**config.mk**
```make
export PLATFORM = sky130hd
export DESIGN_NAME = pifo_deq_ctrl
export DESIGN_NICKNAME = d
export VERILOG_FILES = /design/src/rtl/pifo_deq_ctrl.sv
export SDC_FILE = /design/constraint.sdc
export NUM_CORES = 1
export LEC_CHECK = 0
export CORE_MARGIN = 5
export CORE_UTILIZATION = 40
export DETAILED_ROUTE_END_ITERATION = 16
export GPL_TIMING_DRIVEN = 0
export SLEW_MARGIN = 20
export SYNTH_ARGS = -nofsm -noshare
export SYNTH_HDL_FRONTEND = slang
export SYNTH_SLANG_ARGS = --single-unit
```
**constraint.sdc**
```tcl
create_clock -name clk -period 3.8 [get_ports clk]
set_clock_uncertainty 0.05 [all_clocks]
set_input_delay 0.38 -clock clk [delete_from_list [all_inputs] [get_ports clk]]
set_output_delay 0.38 -clock clk [all_outputs]
set_load 0.02 [all_outputs]
```
**src/rtl/pifo_deq_ctrl.sv**
```systemverilog
// -----------------------------------------------------------------------------
// pifo_deq_ctrl
//
// Dequeue controller that sits directly downstream of pifo_reg. It watches the
// PIFO's current minimum, issues single-cycle remove strobes, and pushes each
// popped (rank, meta) pair into a small output FIFO. The FIFO feeds the egress
// through a valid/ready handshake.
//
// After any remove or insert, pifo_reg needs a few cycles to recompute its
// min/max. A hold-off counter keeps this block from popping inside that window,
// so a stale minimum is never consumed.
//
// Handshake (egress side): a transfer happens on every rising clk edge where
// deq_valid & deq_ready are both high. While deq_valid is high and deq_ready
// is low, deq_rank/deq_meta stay stable. deq_valid never drops without a
// transfer, except on reset. When deq_valid is low, deq_rank/deq_meta keep
// their last value and carry no meaning.
//
// Ports
//   clk          in   1           clock
//   rst          in   1           synchronous, active-high reset
//   deq_en       in   1           1 = popping permitted, 0 = pause (buffer drains)
//   pifo_rank    in   RANK_WIDTH  pifo_reg rank_out (current minimum)
//   pifo_meta    in   META_WIDTH  pifo_reg meta_out
//   pifo_valid   in   1           pifo_reg valid_out
//   pifo_insert  in   1           copy of the insert strobe into pifo_reg
//   pifo_remove  out  1           remove strobe to pifo_reg, one cycle per pop
//   deq_rank     out  RANK_WIDTH  FIFO head rank
//   deq_meta     out  META_WIDTH  FIFO head meta
//   deq_valid    out  1           FIFO non-empty
//   deq_ready    in   1           egress accepts the head this cycle
//   deq_count    out  32          total pops since reset (wraps)
//   dbg_state    out  1           FSM state (0 = S_IDLE, 1 = S_HOLD)
// -----------------------------------------------------------------------------
module pifo_deq_ctrl #(
    parameter int RANK_WIDTH     = 8,
    parameter int META_WIDTH     = 8,
    parameter int L2_BUF_DEPTH   = 1,
    parameter int HOLDOFF_CYCLES = 3
) (
    input  logic                  clk,
    input  logic                  rst,
    input  logic                  deq_en,
    input  logic [RANK_WIDTH-1:0] pifo_rank,
    input  logic [META_WIDTH-1:0] pifo_meta,
    input  logic                  pifo_valid,
    input  logic                  pifo_insert,
    output logic                  pifo_remove,
    output logic [RANK_WIDTH-1:0] deq_rank,
    output logic [META_WIDTH-1:0] deq_meta,
    output logic                  deq_valid,
    input  logic                  deq_ready,
    output logic [31:0]           deq_count,
    output logic                  dbg_state
);

    localparam int BUF_DEPTH = 1 << L2_BUF_DEPTH;
    localparam int PTR_W     = L2_BUF_DEPTH;
    localparam int FCNT_W    = L2_BUF_DEPTH + 1;
    localparam int ENT_W     = RANK_WIDTH + META_WIDTH;
    localparam int CNT_W     = $clog2(HOLDOFF_CYCLES);

    localparam logic [CNT_W-1:0]  HOLD_RELOAD = CNT_W'(HOLDOFF_CYCLES - 1);
    localparam logic [FCNT_W-1:0] BUF_FULL    = FCNT_W'(BUF_DEPTH);

    typedef enum logic {
        S_IDLE = 1'b0,
        S_HOLD = 1'b1
    } state_t;

    // ------------------------------------------------------------------
    // State
    // ------------------------------------------------------------------
    state_t              state_q, state_d;
    logic [CNT_W-1:0]    hold_cnt_q, hold_cnt_d;

    logic [ENT_W-1:0]    mem_q [BUF_DEPTH];
    logic [PTR_W-1:0]    wr_ptr_q, wr_ptr_d;
    logic [PTR_W-1:0]    rd_ptr_q, rd_ptr_d;
    logic [FCNT_W-1:0]   fcnt_q, fcnt_d;
    logic [ENT_W-1:0]    head_q, head_d;
    logic [31:0]         deq_count_q, deq_count_d;

    logic                pop_ok;
    logic                buf_has_room;
    logic                wr_en;
    logic                rd_en;
    logic [ENT_W-1:0]    wr_data;

    // Room is judged on the pre-read fill level, so a full buffer that is
    // being drained this same cycle still refuses the pop.
    assign buf_has_room = (fcnt_q < BUF_FULL);
    assign wr_data      = {pifo_rank, pifo_meta};

    // ------------------------------------------------------------------
    // FSM: next state and pop decision
    // ------------------------------------------------------------------
    always_comb begin
        state_d    = state_q;
        hold_cnt_d = hold_cnt_q;

        // The strobe depends only on registered state and control inputs.
        // The rank/meta data never reaches it. rst masks it because a pop
        // issued during reset would be discarded here but lost from the PIFO.
        pop_ok = (state_q == S_IDLE) & deq_en & pifo_valid & ~pifo_insert &
                 buf_has_room & ~rst;

        if (pifo_insert || pop_ok) begin
            // Both events start a fresh recompute window inside pifo_reg.
            state_d    = S_HOLD;
            hold_cnt_d = HOLD_RELOAD;
        end else if (state_q == S_HOLD) begin
            if (hold_cnt_q == '0) begin
                state_d = S_IDLE;
            end else begin
                hold_cnt_d = hold_cnt_q - 1'b1;
            end
        end
    end

    assign pifo_remove = pop_ok;

    // ------------------------------------------------------------------
    // Output FIFO bookkeeping
    // ------------------------------------------------------------------
    always_comb begin
        wr_en       = pop_ok;
        rd_en       = (fcnt_q != '0) & deq_ready;
        wr_ptr_d    = wr_ptr_q;
        rd_ptr_d    = rd_ptr_q;
        fcnt_d      = fcnt_q;
        head_d      = head_q;
        deq_count_d = deq_count_q;

        if (wr_en) begin
            wr_ptr_d    = wr_ptr_q + 1'b1;
            deq_count_d = deq_count_q + 32'd1;
        end
        if (rd_en) begin
            rd_ptr_d = rd_ptr_q + 1'b1;
        end
        case ({wr_en, rd_en})
            2'b10:   fcnt_d = fcnt_q + 1'b1;
            2'b01:   fcnt_d = fcnt_q - 1'b1;
            default: fcnt_d = fcnt_q;
        endcase

        // The head register holds the entry that rd_ptr will point at after
        // this edge. If that slot is the one being written now, the data
        // comes straight from the inputs, because mem_q is not updated yet.
        // When the buffer goes empty, the head keeps its old value.
        if (fcnt_d != '0) begin
            if (wr_en && (rd_ptr_d == wr_ptr_q)) begin
                head_d = wr_data;
            end else begin
                head_d = mem_q[rd_ptr_d];
            end
        end
    end

    // ------------------------------------------------------------------
    // Registers
    // ------------------------------------------------------------------
    always_ff @(posedge clk) begin
        if (rst) begin
            state_q     <= S_IDLE;
            hold_cnt_q  <= '0;
            wr_ptr_q    <= '0;
            rd_ptr_q    <= '0;
            fcnt_q      <= '0;
            head_q      <= '0;
            deq_count_q <= '0;
            for (int i = 0; i < BUF_DEPTH; i++) begin
                mem_q[i] <= '0;
            end
        end else begin
            state_q     <= state_d;
            hold_cnt_q  <= hold_cnt_d;
            wr_ptr_q    <= wr_ptr_d;
            rd_ptr_q    <= rd_ptr_d;
            fcnt_q      <= fcnt_d;
            head_q      <= head_d;
            deq_count_q <= deq_count_d;
            if (wr_en) begin
                mem_q[wr_ptr_q] <= wr_data;
            end
        end
    end

    // ------------------------------------------------------------------
    // Outputs
    // ------------------------------------------------------------------
    assign deq_valid = (fcnt_q != '0);
    assign deq_rank  = head_q[ENT_W-1:META_WIDTH];
    assign deq_meta  = head_q[META_WIDTH-1:0];
    assign deq_count = deq_count_q;
    assign dbg_state = state_q;

endmodule
```
==> results of run 1 <==
[kinds of logic after synthesis]
family | after synthesis | share of synthesized area
simple gates | 171 | 0.238
flops | 87 | 0.517
compound gates | 50 | 0.0929
xor+xnor | 29 | 0.0684
buf+inv | 26 | 0.0282
mux | 19 | 0.0493
fa+ha+maj | 2 | 0.00628
[cells in the final DEF, fill, tap and decap left out, types with 3 or more instances in the layout]
master	count
a21oi_1	9
a22o_1	16
and2_1	32
and3_1	3
and4_1	3
buf_1	3
buf_2	6
clkbuf_1	12
clkbuf_8	9
clkdlybuf4s50_1	72
dfxtp_1	55
edfxtp_1	32
inv_1	3
mux2i_1	17
nand2_1	29
nand2b_1	5
nand3_1	13
nand3b_1	4
nand4_1	6
nor2_1	40
nor3_1	9
nor4_1	7
nor4_2	6
o21a_1	16
o21ai_0	4
or2_2	3
or3_1	3
xnor2_1	22
xor2_1	6
[report_power, final]
group	switching [mW]	internal (mW)	leakage, nW	total [mW]
Combinational	0.120	0.106	1.02	0.226
Sequential	0.0154	0.997	0.777	1.01
Clock	0.346	0.373	0.114	0.719
Total	0.481	1.48	1.91	1.96
[metrics by stage]
step	utilization	total power [mW]	cell area, um^2
5_1_grt	0.524	2.04	5090
2_1_floorplan	-	1.17	3990
4_1_cts	0.524	1.98	5090
3_5_place_dp	0.501	1.26	4870
6_report	0.524	1.96	5090
3_3_place_gp	0.501	1.26	4870
[worst min-delay path by stage]
| stage | cells after the start | from | endpoint |
|---|---|---|---|
| 4_1_cts | 1 | head_q[11] | head_q[11] |
| 3_5_place_dp | 1 | head_q[2] | head_q[2] |
| 6_report | 1 | head_q[2] | head_q[2] |
| 2_1_floorplan | 2 | hold_cnt_q[1] | hold_cnt_q[1] |
| 5_1_grt | 1 | head_q[14] | head_q[14] |
| 3_3_place_gp | 1 | head_q[11] | head_q[11] |
[flip-flops by register name, indices dropped and copies added (netlist names)]
register    cells
deq_count      32
mem_q          32
head_q         16
fcnt_q          2
hold_cnt_q      2
dbg_state       1
rd_ptr_q        1
wr_ptr_q        1
[area by class of cell]
| type | instances | area, um^2 | area share |
|---|---|---|---|
| Sequential cell | 87 | 2060 | 0.405 |
| Clock buffer | 9 | 124 | 0.0243 |
| Multi-Input combinational cell | 271 | 1810 | 0.356 |
| Tap cell | 133 | 166 | 0.0327 |
| Buffer | 22 | 97.6 | 0.0192 |
| Inverter | 4 | 15.0 | 0.00295 |
| Clock inverter | 7 | 96.3 | 0.0189 |
| Timing Repair Buffer | 72 | 721 | 0.141 |
[critical path: cells and delay by family]
family	cells	cell delay [ns]
AND/OR/NAND/NOR	4	1.34
buffers and inverters	4	1.17
AO/OA/AOI/OAI	3	0.43
adder cells (fa/ha/maj)	1	0.39
[per-layer routing]
| metal | wire (um) | global-route usage | up-vias |
|---|---|---|---|
| met5 | 0 | 0 | - |
| met4 | 55 | 0.0445 | 0 |
| met3 | 376 | 0.0476 | 4 |
| met2 | 4480 | 0.269 | 55 |
| met1 | 4330 | 0.209 | 1479 |
| li1 | - | - | 1519 |
==> impl_metrics.env, run 1 <==
export IMPL_syn_inst=384
export IMPL_crit_path_end_kind="flop"
export IMPL_crit_slowest_cell="nor3_1"
export IMPL_cts_hold_repair_buffers=0
export IMPL_std_cell_rows=36
export IMPL_cts_htree_levels=3
export IMPL_cp_endpoint="head_q[15]"
export IMPL_crit_start="pifo_insert"
export IMPL_antennaDiodeCount=0
export IMPL_area_growth_pct=27.8
export IMPL_insertion_delay_ns=0.36
export IMPL_yosys_area_top_type="dfxtp_1"
export IMPL_netlist_area_leader_share=0.276
export IMPL_drc=0
export IMPL_cts_root_buffer="clkbuf_8"
export IMPL_outcome="finished, final reports clean"
export IMPL_ant_nets=0
export IMPL_grt_usage=0.164
export IMPL_grt_overflow_total=0
export IMPL_io_buffers=72
export IMPL_placed_cells=589
export IMPL_slew_viol_final=0
export IMPL_synth_cell_type_count=43
export IMPL_p_per_area_nw_per_um2=384
export IMPL_wirelength_um=9240
export IMPL_max_clock_freq_mhz=290
export IMPL_synth_most_common_cell="dfxtp_1"
export IMPL_rr_endpoint="head_q[15]"
export IMPL_nets=491
export IMPL_holdWs_ns=0.434
export IMPL_hold_violations=0
export IMPL_min_path_type="flop to flop"
export IMPL_max_vdd_ir_drop_mv=0.228
export IMPL_setup_tns_ns=0
export IMPL_crit_arrival_ns=3.70
export IMPL_syn_num_nets=408
export IMPL_num_fill_cells=981
export IMPL_period_share=0.909
export IMPL_place_hpwl_um=6520
export IMPL_grt_max_degree=17
export IMPL_cts_sinks=87
export IMPL_required_ns=4.05
export IMPL_dieWidth_um=110
export IMPL_path_class="input port to flop"
export IMPL_ys_seq_area_frac=0.517
export IMPL_slew_limit_headroom=0.302
export IMPL_critPathLaunchType="input port"
export IMPL_path_cells="clkdlybuf4s50_1 -> nand4bb_1 -> buf_2 -> nor2_1 -> inv_2 -> ha_1 -> nand3b_1 -> a21oi_1 -> nor3_1 -> clkbuf_1 -> o21a_1 -> a22o_1"
export IMPL_slowest_delay_ns=0.80
export IMPL_via_per_inst=5.05
export IMPL_gp_congestion=0.780
export IMPL_netlist_top_cells_area="dfxtp_1 28%, edfxtp_1 24%, and2_1 5.0%, xnor2_1 4.8%, mux2i_1 4.3%"
export IMPL_drtIter0Drc=87
export IMPL_synth_common_cells="55 x dfxtp_1, 40 x nor2_1, 32 x and2_1, 32 x edfxtp_1, 29 x nand2_1"
export IMPL_pre_cts_ws_ns=-0.00819
export IMPL_dieArea_um2=12100
export IMPL_cts_clk_slew_worst_paths_ns=0.09
export IMPL_start_util=0.410
export IMPL_power_static_leakage_nw=1.91
export IMPL_rr_worst_depth=11
export IMPL_ys_seq_elements=87
export IMPL_die_h_um=110
export IMPL_rsz0062_at_grt="false"
export IMPL_ys_warn_count=0
export IMPL_reg2reg_slack_ns=0.48
export IMPL_wl_per_cell_um=15.3
export IMPL_core_area_um2=9730
export IMPL_syn_avg_cell_area_um2=10.4
export IMPL_cp_max_fo=10
export IMPL_min_period_ns=3.45
export IMPL_syn_area_um2=3990
export IMPL_postCtsSetupBuffers=0
export IMPL_first_global_vias=3117
export IMPL_cts_resized=0
export IMPL_cts_tree="done"
export IMPL_vias=3057
export IMPL_grt_pass1_wl_um=15300
export IMPL_cap_viol_max_count=0
export IMPL_drive_above_1_share=0.0805
export IMPL_setup_viol=0
export IMPL_cts_buffers=9
export IMPL_firstDrtPassIters=4
export IMPL_cts_buffer_depth=2
export IMPL_worst_pin_slew_ns=1.04
export IMPL_synth_top_flop_cell="dfxtp_1"
export IMPL_async_flop_share=0
export IMPL_r2r_start="dbg_state"
export IMPL_ioPinCount=73
export IMPL_synth_edf_count=32
export IMPL_setup_slack_ns=0.347
export IMPL_antenna_found_initial=0
export IMPL_stdcell_count=605
No activity file was read; power rests on OpenSTA's default activity.
==> inputs of run 2 (changes only) <==
Settings changed: CAP_MARGIN from default to 20.
==> results of run 2 <==
The final DEF is identical to that of run 1; final timing and power are the same.
==> inputs of run 3 (changes only) <==
Settings changed: REMOVE_ABC_BUFFERS from default to 1.
==> impl_metrics.env, run 3 (synthesized netlist as in run 1, its figures left out) <==
export IMPL_wirelength_um=8870
export IMPL_cts_hold_repair_buffers=0
export IMPL_antennaDiodeCount=0
export IMPL_std_cell_rows=36
export IMPL_core_area_um2=9730
export IMPL_crit_path_end_kind="flop"
export IMPL_cts_root_buffer="clkbuf_8"
export IMPL_hold_violations=0
export IMPL_cp_max_fo=16
export IMPL_io_buffers=72
export IMPL_cts_tree="done"
export IMPL_grt_overflow_total=0
export IMPL_cap_viol_max_count=0
export IMPL_num_fill_cells=915
export IMPL_stdcell_count=587
export IMPL_vias=2990
export IMPL_setup_tns_ns=0
export IMPL_insertion_delay_ns=0.35
export IMPL_max_vdd_ir_drop_mv=0.207
export IMPL_seqCellArea_um2=2060
export IMPL_power_static_leakage_nw=1.89
export IMPL_crit_family="simple AND/OR/NAND/NOR gates"
export IMPL_drtIter0Drc=105
export IMPL_min_path_type="input port to flop"
export IMPL_slew_limit_headroom=0.380
export IMPL_crit_top_cell="nor2_1"
export IMPL_period_share=0.833
export IMPL_antenna_found_initial=0
export IMPL_firstDrtPassIters=4
export IMPL_grt_max_degree=26
export IMPL_path_class="input port to flop"
export IMPL_min_period_ns=3.16
export IMPL_slew_viol_final=0
export IMPL_first_global_vias=3014
export IMPL_cts_buffers=9
export IMPL_slowest_delay_ns=0.61
export IMPL_grt_pass1_wl_um=14700
export IMPL_path_cells="clkdlybuf4s50_1 -> nand4bb_1 -> nor2_1 -> inv_2 -> ha_1 -> nor4bb_1 -> nor2_1 -> nor2_2 -> a22o_1"
export IMPL_crit_arrival_ns=3.41
export IMPL_grt_usage=0.156
export IMPL_setup_viol=0
export IMPL_cts_sinks=87
export IMPL_cts_buffer_depth=2
export IMPL_cts_resized=0
export IMPL_multi_input_area_um2=1840
export IMPL_setup_slack_ns=0.636
export IMPL_pre_cts_ws_ns=0.246
export IMPL_placed_cells=571
export IMPL_required_ns=4.05
export IMPL_critPathLaunchType="input port"
export IMPL_ioPinCount=73
export IMPL_cts_clk_slew_worst_paths_ns=0.09
export IMPL_final_common_cell="clkdlybuf4s50_1"
export IMPL_worst_pin_slew_ns=0.930
export IMPL_rsz0062_at_grt="false"
export IMPL_postCtsSetupBuffers=0
export IMPL_most_common_layout_cells="71 x clkdlybuf4s50_1, 55 x dfxtp_1, 39 x nor2_1, 32 x and2_1, 32 x edfxtp_1"
export IMPL_crit_buf_inv=2
export IMPL_p_per_area_nw_per_um2=376
export IMPL_start_util=0.410
export IMPL_area_growth_pct=27.2
export IMPL_wl_per_cell_um=15.1
export IMPL_drc=0
export IMPL_dieWidth_um=110
export IMPL_via_per_inst=5.09
export IMPL_ant_nets=0
export IMPL_outcome="finished, final reports clean"
export IMPL_die_h_um=110
export IMPL_gp_congestion=0.760
export IMPL_dieArea_um2=12100
export IMPL_nets=473
export IMPL_drive_above_1_share=0.0881
export IMPL_place_hpwl_um=6050
export IMPL_max_clock_freq_mhz=316
export IMPL_cts_htree_levels=3
export IMPL_crit_slowest_cell="nor2_2"
## run 3: worst paths after layout
kind,startpoint,end,slack [ns],cells past startpoint
worst max-delay path,pifo_insert,head_q[5],0.64,9
worst min-delay path,rst,deq_count[13],0.41,2
worst max register to register,dbg_state,head_q[5],0.78,8
worst min register to register,head_q[3],head_q[3],0.43,1
## run 3: through the flow
step	hold WS, ns	utilization	instance area (um^2)	power [mW]
after floorplan	0.399	-	3890	1.16
after global placement	0.410	0.491	4780	1.25
after detailed placement	0.420	0.500	4870	1.26
after CTS	0.420	0.521	5070	1.92
after global routing	0.441	0.521	5070	1.98
final	0.414	0.521	5070	1.91
## run 3: layer usage
metal,vias to the layer above,GRT usage,part of all wire
li1,1478,-,-
met1,1450,0.199,0.47
met2,52,0.254,0.48
met3,10,0.0352,0.043
met4,0,0.0659,0.014
met5,-,0,0
## run 3: cell type report
cell class | instances | area share
Clock buffer | 9 | 0.0244
Inverter | 4 | 0.00296
Multi-Input combinational cell | 271 | 0.362
Sequential cell | 87 | 0.407
Timing Repair Buffer | 76 | 0.155
Tap cell | 133 | 0.0328
Clock inverter | 7 | 0.0163
## run 3: worst reg2reg max path, cell delays in order, from the launching register on
cell and delay, ns:
dfxtp_1 0.36, nand4bb_1 0.39, nor2_1 0.29, inv_2 0.08, ha_1 0.37, nor4bb_1 0.44, nor2_1 0.13, nor2_2 0.61
a22o_1 0.26
## run 3: power by group
| part | switching (mW) | internal, mW |
|---|---|---|
| Clock | 0.358 | 0.312 |
| Sequential | 0.0180 | 0.997 |
| Combinational | 0.117 | 0.108 |
| Total | 0.492 | 1.42 |
